--- src/rtl/axi4lite_pwm_led_ctrl.sv ---
// AXI4-Lite slave driving N_CH PWM outputs with a period-wrap interrupt.
// Optional PWM_DUTY_SHADOW_EN: duty writes apply at the next period wrap (or at once while disabled).
module axi4lite_pwm_led_ctrl #(
  parameter int N_CH   = 4,
  parameter int CNT_W  = 8,
  parameter int PRE_W  = 16,
  parameter int ADDR_W = 8
) (
  input  logic              io_systemClk,
  input  logic              io_asyncResetn,
  input  logic [ADDR_W-1:0] s_axi_awaddr,
  input  logic              s_axi_awvalid,
  output logic              s_axi_awready,
  input  logic [31:0]       s_axi_wdata,
  input  logic [3:0]        s_axi_wstrb,
  input  logic              s_axi_wvalid,
  output logic              s_axi_wready,
  output logic [1:0]        s_axi_bresp,
  output logic              s_axi_bvalid,
  input  logic              s_axi_bready,
  input  logic [ADDR_W-1:0] s_axi_araddr,
  input  logic              s_axi_arvalid,
  output logic              s_axi_arready,
  output logic [31:0]       s_axi_rdata,
  output logic [1:0]        s_axi_rresp,
  output logic              s_axi_rvalid,
  input  logic              s_axi_rready,
  output logic [N_CH-1:0]   pwm_out,
  output logic              irq
);

  // wr_state | meaning
  // S_IDLE   | waiting for both AW and W beats
  // S_AW     | address held, waiting for data
  // S_W      | data held, waiting for address
  // S_WR     | both held, register update this cycle
  // S_RESP   | bvalid high until bready
  typedef enum logic [2:0] {S_IDLE, S_AW, S_W, S_WR, S_RESP} wr_state_t;

  localparam logic [1:0] RESP_OKAY   = 2'b00;
  localparam logic [1:0] RESP_SLVERR = 2'b10;
  localparam int         REG_END     = 16 + 4 * N_CH;

  wr_state_t         wr_state, wr_next;
  logic [1:0]        ctrl;
  logic [PRE_W-1:0]  prescale;
  logic              status_wrap;
  logic [CNT_W-1:0]  duty_reg [N_CH];
  logic [CNT_W-1:0]  duty_eff [N_CH];
  logic [ADDR_W-1:0] aw_addr;
  logic [31:0]       w_data;
  logic [3:0]        w_strb;
  logic [PRE_W-1:0]  pre_cnt;
  logic [CNT_W-1:0]  pwm_cnt;
  logic              en, tick, wrap, aw_hs, w_hs;
  logic [31:0]       wr_addr, rd_addr, wr_mask, wr_merged;
  logic              wr_ok, rd_ok, wr_fire;
  logic              unused_bits;

  function automatic logic addr_ok(input logic [31:0] a);
    return (a[1:0] == 2'b00) && (a < 32'(REG_END));
  endfunction

  function automatic logic [31:0] reg_value(input logic [31:0] a);
    logic [31:0] v;
    v = '0;
    case (a)
      32'h00:  v = {30'd0, ctrl};
      32'h04:  v = 32'(prescale);
      32'h08:  v = {31'd0, status_wrap};
      32'h0C:  v = {16'd0, 8'(CNT_W), 8'(N_CH)};
      default: begin
        for (int i = 0; i < N_CH; i++)
          if (a == 32'(16 + 4 * i)) v = 32'(duty_reg[i]);
      end
    endcase
    return v;
  endfunction

  assign en    = ctrl[0];
  assign aw_hs = s_axi_awvalid && s_axi_awready;
  assign w_hs  = s_axi_wvalid && s_axi_wready;

  always_comb begin
    wr_addr   = 32'(aw_addr);
    rd_addr   = 32'(s_axi_araddr);
    wr_ok     = addr_ok(wr_addr);
    rd_ok     = addr_ok(rd_addr);
    wr_mask   = {{8{w_strb[3]}}, {8{w_strb[2]}}, {8{w_strb[1]}}, {8{w_strb[0]}}};
    wr_merged = (reg_value(wr_addr) & ~wr_mask) | (w_data & wr_mask);
    wr_fire   = (wr_state == S_WR) && wr_ok;
  end

  assign unused_bits = ^wr_merged;

  always_ff @(posedge io_systemClk or negedge io_asyncResetn) begin
    if (!io_asyncResetn) wr_state <= S_IDLE;
    else                 wr_state <= wr_next;
  end

  always_comb begin
    wr_next = wr_state;
    case (wr_state)
      S_IDLE: begin
        if (aw_hs && w_hs) wr_next = S_WR;
        else if (aw_hs)    wr_next = S_AW;
        else if (w_hs)     wr_next = S_W;
      end
      S_AW:    if (w_hs) wr_next = S_WR;
      S_W:     if (aw_hs) wr_next = S_WR;
      S_WR:    wr_next = S_RESP;
      S_RESP:  if (s_axi_bready) wr_next = S_IDLE;
      default: wr_next = S_IDLE;
    endcase
  end

  always_comb begin
    s_axi_awready = (wr_state == S_IDLE) || (wr_state == S_W);
    s_axi_wready  = (wr_state == S_IDLE) || (wr_state == S_AW);
    s_axi_bvalid  = (wr_state == S_RESP);
  end

  always_ff @(posedge io_systemClk or negedge io_asyncResetn) begin
    if (!io_asyncResetn) begin
      aw_addr     <= '0;
      w_data      <= '0;
      w_strb      <= '0;
      s_axi_bresp <= RESP_OKAY;
    end else begin
      if (aw_hs) aw_addr <= s_axi_awaddr;
      if (w_hs) begin
        w_data <= s_axi_wdata;
        w_strb <= s_axi_wstrb;
      end
      if (wr_state == S_WR) s_axi_bresp <= wr_ok ? RESP_OKAY : RESP_SLVERR;
    end
  end

  always_ff @(posedge io_systemClk or negedge io_asyncResetn) begin
    if (!io_asyncResetn) begin
      ctrl     <= '0;
      prescale <= '0;
      for (int i = 0; i < N_CH; i++) duty_reg[i] <= '0;
    end else if (wr_fire) begin
      if (wr_addr == 32'h00) ctrl <= wr_merged[1:0];
      if (wr_addr == 32'h04) prescale <= wr_merged[PRE_W-1:0];
      for (int i = 0; i < N_CH; i++)
        if (wr_addr == 32'(16 + 4 * i)) duty_reg[i] <= wr_merged[CNT_W-1:0];
    end
  end

  // A wrap in the same cycle as a W1C wins, so no event is lost.
  always_ff @(posedge io_systemClk or negedge io_asyncResetn) begin
    if (!io_asyncResetn) begin
      status_wrap <= 1'b0;
      irq         <= 1'b0;
    end else begin
      if (wrap)
        status_wrap <= 1'b1;
      else if (wr_fire && (wr_addr == 32'h08) && w_strb[0] && w_data[0])
        status_wrap <= 1'b0;
      irq <= status_wrap && ctrl[1];
    end
  end

  assign s_axi_arready = !s_axi_rvalid;

  always_ff @(posedge io_systemClk or negedge io_asyncResetn) begin
    if (!io_asyncResetn) begin
      s_axi_rvalid <= 1'b0;
      s_axi_rdata  <= '0;
      s_axi_rresp  <= RESP_OKAY;
    end else if (s_axi_arvalid && s_axi_arready) begin
      s_axi_rvalid <= 1'b1;
      s_axi_rdata  <= rd_ok ? reg_value(rd_addr) : 32'd0;
      s_axi_rresp  <= rd_ok ? RESP_OKAY : RESP_SLVERR;
    end else if (s_axi_rvalid && s_axi_rready) begin
      s_axi_rvalid <= 1'b0;
    end
  end

  assign tick = en && (pre_cnt == prescale);
  assign wrap = tick && (&pwm_cnt);

  // pre_cnt above a freshly lowered PRESCALE restarts at 0 without a tick.
  always_ff @(posedge io_systemClk or negedge io_asyncResetn) begin
    if (!io_asyncResetn) begin
      pre_cnt <= '0;
      pwm_cnt <= '0;
    end else if (!en) begin
      pre_cnt <= '0;
      pwm_cnt <= '0;
    end else begin
      pre_cnt <= (pre_cnt >= prescale) ? '0 : pre_cnt + PRE_W'(1);
      if (tick) pwm_cnt <= pwm_cnt + CNT_W'(1);
    end
  end

`ifdef PWM_DUTY_SHADOW_EN
  always_ff @(posedge io_systemClk or negedge io_asyncResetn) begin
    if (!io_asyncResetn) begin
      for (int i = 0; i < N_CH; i++) duty_eff[i] <= '0;
    end else if (wrap || !en) begin
      for (int i = 0; i < N_CH; i++) duty_eff[i] <= duty_reg[i];
    end
  end
`else
  always_comb begin
    for (int i = 0; i < N_CH; i++) duty_eff[i] = duty_reg[i];
  end
`endif

  always_ff @(posedge io_systemClk or negedge io_asyncResetn) begin
    if (!io_asyncResetn) begin
      pwm_out <= '0;
    end else begin
      for (int i = 0; i < N_CH; i++) pwm_out[i] <= en && (pwm_cnt < duty_eff[i]);
    end
  end

endmodule
--- config.mk ---
export PLATFORM = sky130hd
export DESIGN_NAME = axi4lite_pwm_led_ctrl
export DESIGN_NICKNAME = d
export VERILOG_FILES = /design/src/rtl/axi4lite_pwm_led_ctrl.sv
export SDC_FILE = /design/constraint.sdc
export NUM_CORES = 1
export LEC_CHECK = 0
export CAP_MARGIN = 20
export CORE_MARGIN = 2
export CORE_UTILIZATION = 44
export CTS_CLUSTER_DIAMETER = 40
export CTS_CLUSTER_SIZE = 28
export DETAILED_ROUTE_END_ITERATION = 12
export PLACE_DENSITY_LB_ADDON = 0.15
export SLEW_MARGIN = 5
export SYNTH_ARGS = -nofsm -noshare
export SYNTH_HDL_FRONTEND = slang
export SYNTH_SLANG_ARGS = --single-unit
--- constraint.sdc ---
create_clock -name io_systemClk -period 5.7 [get_ports io_systemClk]
set_clock_uncertainty 0.1 [all_clocks]
set_input_delay 1.14 -clock io_systemClk [delete_from_list [all_inputs] [get_ports io_systemClk]]
set_output_delay 1.14 -clock io_systemClk [all_outputs]
set_load 0.03 [all_outputs]
# [After elaboration in Yosys (flattened, before gate mapping)]
# Cells that the tools add are included.
[totals] ff_bits=146 input_bits=59 output_inout_bits=46 word_cells=121
[classes] add_sub_neg=2 order_cmp=7 n_eq_ne=24 mux=28 n_bitwise=4 reduce_logical=37
[op_table] op="two-way mux 32 bit" n=4
[op_table] op="case mux 32 bit (4 select lines)" n=1
[op_table] op="equality test 8 x 5 -> 1 bit (second input constant)" n=8
[op_table] op="logical NOT 32 bit" n=2
[op_table] op="two-way mux 16 bit" n=4
[op_table] op="case mux 16 bit (4 select lines)" n=1
[op_table] op="two-way mux 8 bit" n=5
[op_table] op="bitwise AND 16 bit" n=2
[op_table] op="equality test 8 x 4 -> 1 bit (second input constant)" n=4
[op_table] op="less-than comparator 8 bit" n=4
[op_table] op="logical AND 1 bit" n=18
[op_table] op="two-way mux 3 bit" n=6
[op_table] op="adder 16 x 1 -> 16 bit (second input constant)" n=1
[op_table] op="equality test 16 bit" n=1
[op_table] op="equality test 8 x 3 -> 1 bit (second input constant)" n=2
[op_table] op="greater-or-equal comparator 16 bit" n=1
[op_table] op="less-than comparator 8 x 6 -> 1 bit (second input constant)" n=2
[op_table] op="inverter 16 bit" n=1
[op_table] op="bitwise OR 16 bit" n=1
[op_table] op="case mux 3 bit (5 select lines)" n=1
[op_table] op="AND reduction 2 bit" n=6
[op_table] op="adder 8 x 1 -> 8 bit (second input constant)" n=1
[op_table] op="logical NOT 8 bit" n=1
[op_table] op="AND reduction 8 bit" n=1
[op_table] op="14 further kinds" n=24

# [Logic depth before layout (Yosys ltp)]
[depth] ltp_word=8 ltp_mapped=8 mapped_depth_nobuf=7

# [Worst setup path after synthesis]
# OpenSTA, ideal clock, no wires.
[synth_timing] kind="input to register" startpoint="in s_axi_araddr[2]" endpoint="reg s_axi_rdata[0]" setup_time_ns=0.121 t_arrival_ns=2.286 required_ns=5.479 path_slack_ns=3.193 path_stages=5 n_path_buf=1 cell_sequence="clkbuf_1 mux2_2 a221oi_1 nor2_1 a22o_1"
[synth_via] elab_chain_cells=7 elab_cells_between_ends=16 classes_between="order compare: 1; eq/ne: 7; mux: 6; reduce/logical: 2"
[synth_lines] element="start, declared" line_no="21" text="input logic [ADDR_W-1:0] s_axi_araddr,"
[synth_lines] element="equality test 8 x 5 -> 1 bit" line_no="74" text="if (a == 32'(16 + 4 * i)) v = 32'(duty_reg[i]);"
[synth_lines] element="two-way mux 8 bit" line_no="74"
[synth_lines] element="two-way mux 32 bit (3 in a row)" line_no="74"
[synth_lines] element="case mux 32 bit (4 select lines)" line_no="67" text="case (a)"
[synth_lines] element="two-way mux 32 bit *" line_no="175" text="s_axi_rdata <= rd_ok ? reg_value(rd_addr) : 32'd0;"
[synth_lines] element="end signal, assigned" line_no="175"
[synth_lines] element="end, declared" line_no="24" text="output logic [31:0] s_axi_rdata,"
# Every way passes the cells marked *; elsewhere a longest branch is shown, timed or not.
# A chain may end at the register's enable or synchronous reset.

# [Worst setup path after layout]
[layout_timing] startpoint="in s_axi_arvalid" endpoint="reg s_axi_rdata[15]"
[layout_via] elab_chain_cells=1
[layout_lines] element="start, declared" line_no="22" text="input logic s_axi_arvalid,"
[layout_lines] element="logical AND 1 bit" line_no="173" text="end else if (s_axi_arvalid && s_axi_arready) begin"
# Every way passes these cells.

==> results.cfg <==
[timing]
max_freq_ghz = 0.306
min_period_ns = 3.26
fin_crit_sh_pct = 57.3
hold_viol = 0
slew_headroom_pct = 40.0
holdWs_ns = 0.384
setup_viol = 0
report.final.slew_viol_count = 0
setup_slack_ns = 2.44
grt_setup_unrepaired = no
worst_pin_slew_ns = 0.899
fin_tns_setup_ns = 0

[global_route]
grt_overflow = 0
grtUsageTotal_pct = 21.6
grt_pass1_vias = 5464
grt_pass1_wl_um = 29500
grt_start_max_net_pins = 84
antenna_found_initial = 0

[clocking]
clock-sinks = 128
postCtsSetupBuffers = 0
htree_levels = 4
clk_pin_slew_worst_paths_ns = 0.05
clockRootBuffer = clkbuf_16
cts_hold_buf = 0
tritoncts = built
clock_latency_ns = 0.41
clockBufferDepth = 2
ctsResizeCount = 0
cts_buffers = 17

[placed_design]
place_ws_ns = 1.99
dp_hpwl_um = 13200
io_buffers = 68
gp_congestion = 0.917

[drt]
met1_length_um = 8600
viasPerCell = 5.61
vias = 5462
drt_wl_total_um = 18000
ant_nets = 0
maxUsedRoutingLayer = met4
drtIter0Drc = 424
wl_met3_um = 1150
met2_wirelength_um = 7750
wl_per_cell_um = 18.5
drt-pass1-iter-count = 5
drc = 0

[final_layout]
nets = 850
area_growth_pct = 18.2
diodes = 0
drive_gt1_share_pct = 10.2
fillCellCount = 1411
fin_util_pct = 53.3
seq_area_um2 = 3200
multi_input_area_um2 = 3560

[floorplanning]
dieHeight_um = 132
io_pins = 105
core_um2 = 15900
dieArea_um2 = 17300
fp-row-count = 46
die_w_um = 132
initial_core_util_pct = 45.1

[yosys]
synth-edff-count = 0
synth-seq-cells = 128
synth-async-reset-ratio_pct = 100
synth.most_common_cell = dfrtp_1
avgSynthCellArea_um2 = 10.5
ys_types = 61
yosys_warnings = 0
dominantRegCellSynth = dfrtp_1
yosys-top-cells-area = dfrtp_1 (45%), ha_1 (8.0%), mux2_2 (4.7%)
synthCells = 684
synth_top_area_share_pct = 44.7
yosysTopAreaCell = dfrtp_1
ys_seq_area_share_pct = 44.7
syn_area_um2 = 7160
yosys-top-cells-count = dfrtp_1 (128), nand2_1 (57), inv_1 (51), nor2_1 (49), ha_1 (46)

[setup_path]
r2r_start = prescale[11]
critPathCaptureType = flip-flop
critPathRequiredTime_ns = 5.95
path_max_fanout = 19
critPathArrivalTime_ns = 3.51
path_class = primary input to flip-flop
r2r_cells = 7
critPathLaunchType = primary input
reg2reg_slack_ns = 2.92
worst_r2r_endpoint = pre_cnt[9]

[min_path]
holdPathStages = 1
hp-start = w_data[9]
whs_endpoint = prescale[9]
min_path_type = flip-flop to flip-flop

[pwr]
ir_drop_mv = 0.242
power_mw = 2.78
p_leak_nw = 3.64
p_per_area_nw_per_um2 = 328

[run_status]
outcome = finished, final reports clean

[flow_run]
maxCapViolations = 0
## worst max path at each step
stage / startpoint / to / cells after the start
2_1_floorplan: s_axi_araddr[2] / s_axi_rdata[0] / 5
3_3_place_gp: s_axi_arvalid / s_axi_rdata[10] / 6
3_5_place_dp: s_axi_arvalid / s_axi_rdata[10] / 6
4_1_cts: s_axi_arvalid / s_axi_rdata[12] / 6
5_1_grt: s_axi_arvalid / s_axi_rdata[12] / 6
6_report: s_axi_arvalid / s_axi_rdata[15] / 6
## sequential cells by signal, summed over array words and instances, names as in the netlist
| name | count |
|---|---|
| duty_eff | 32 |
| pre_cnt | 16 |
| prescale | 16 |
| s_axi_rdata | 16 |
| w_data | 16 |
| aw_addr | 8 |
| pwm_cnt | 8 |
| pwm_out | 4 |
| wr_state | 3 |
| ctrl | 2 |
| w_strb | 2 |
| irq | 1 |
| s_axi_bresp | 1 |
| s_axi_rresp | 1 |
| s_axi_rvalid | 1 |
| status_wrap | 1 |
## metal layers
metal  global-route usage [%]  up-vias
li1                         -     2532
met1                     31.3     2687
met2                     31.4      200
met3                     4.05       43
met4                     9.42        0
met5                        0        -
## power breakdown
| part | switching, mW | total [mW] | internal [mW] |
|---|---|---|---|
| Clock | 0.375 | 0.961 | 0.586 |
| Combinational | 0.326 | 0.608 | 0.282 |
| Sequential | 0.178 | 1.21 | 1.03 |
| Total | 0.879 | 2.78 | 1.90 |
## placed cells by master (no fill, tap or decap), drive strengths merged, types with 4 or more instances in the layout
cell           synthesis  final
conb                   1     18
o31ai                 15     15
clkinv                 1      6
clkbuf                10     26
a22o                  14     14
o211a                  4      4
o2bb2ai                4      4
nand4b                 4      4
a221o                  4      4
and2                  16     16
a21oi                 16     16
ha                    46     46
nor2                  49     49
nor3                   9      9
nand3                 10     10
and3                   5      5
nand2                 58     58
dfrtp                128    128
inv                   51     51
nand4                 13     13
mux2i                 13     13
mux2                  48     48
mux4                   4      4
a21o                  16     16
a211oi                 4      4
nand2b                 6      6
xor2                   6      6
o211ai                 6      6
a31oi                  7      7
nor4                   5      5
xnor2                 15     15
a22oi                 12     12
a221oi                 4      4
o21ai                 27     27
clkdlybuf4s50          0     67
## worst max-delay path, cell delays in order
cell             delay, ns
clkdlybuf4s50_1       0.45
nand2b_1              0.42
nor3_1                0.36
nand2_1               0.28
nor3b_2               0.62
a22o_1                0.22
## cells by family (layout without fill, tap and decap cells)
| logic type | after synthesis | count (layout) | share of synthesized area (%) |
|---|---|---|---|
| AND/OR/NAND/NOR | 189 | 189 | 13.9 |
| AO/OA/AOI/OAI | 137 | 137 | 13.6 |
| adder cells (fa/ha/maj) | 46 | 46 | 8.03 |
| flip-flops | 128 | 128 | 44.7 |
| multiplexers | 65 | 65 | 10.8 |
| buffers and inverters | 97 | 154 | 6.45 |
| XOR/XNOR | 21 | 21 | 2.57 |
| other | 1 | 18 | 0.0524 |
## per-stage QoR
stage               cells  area (um^2)
floorplan             701         7230
global placement      941         7920
detailed placement    941         7920
CTS                   973         8440
global route          974         8470
finish                974         8470
## area by class of cell
type | count | share of cell area [%]
sequential | 128 | 37.8
clock inverter | 6 | 0.384
timing repair buffer | 70 | 8.42
clock buffer | 26 | 5.78
inverter | 52 | 2.31
multi-input combinational | 476 | 42.1
tap | 216 | 3.19
No activity file was read; power rests on OpenSTA's default activity.
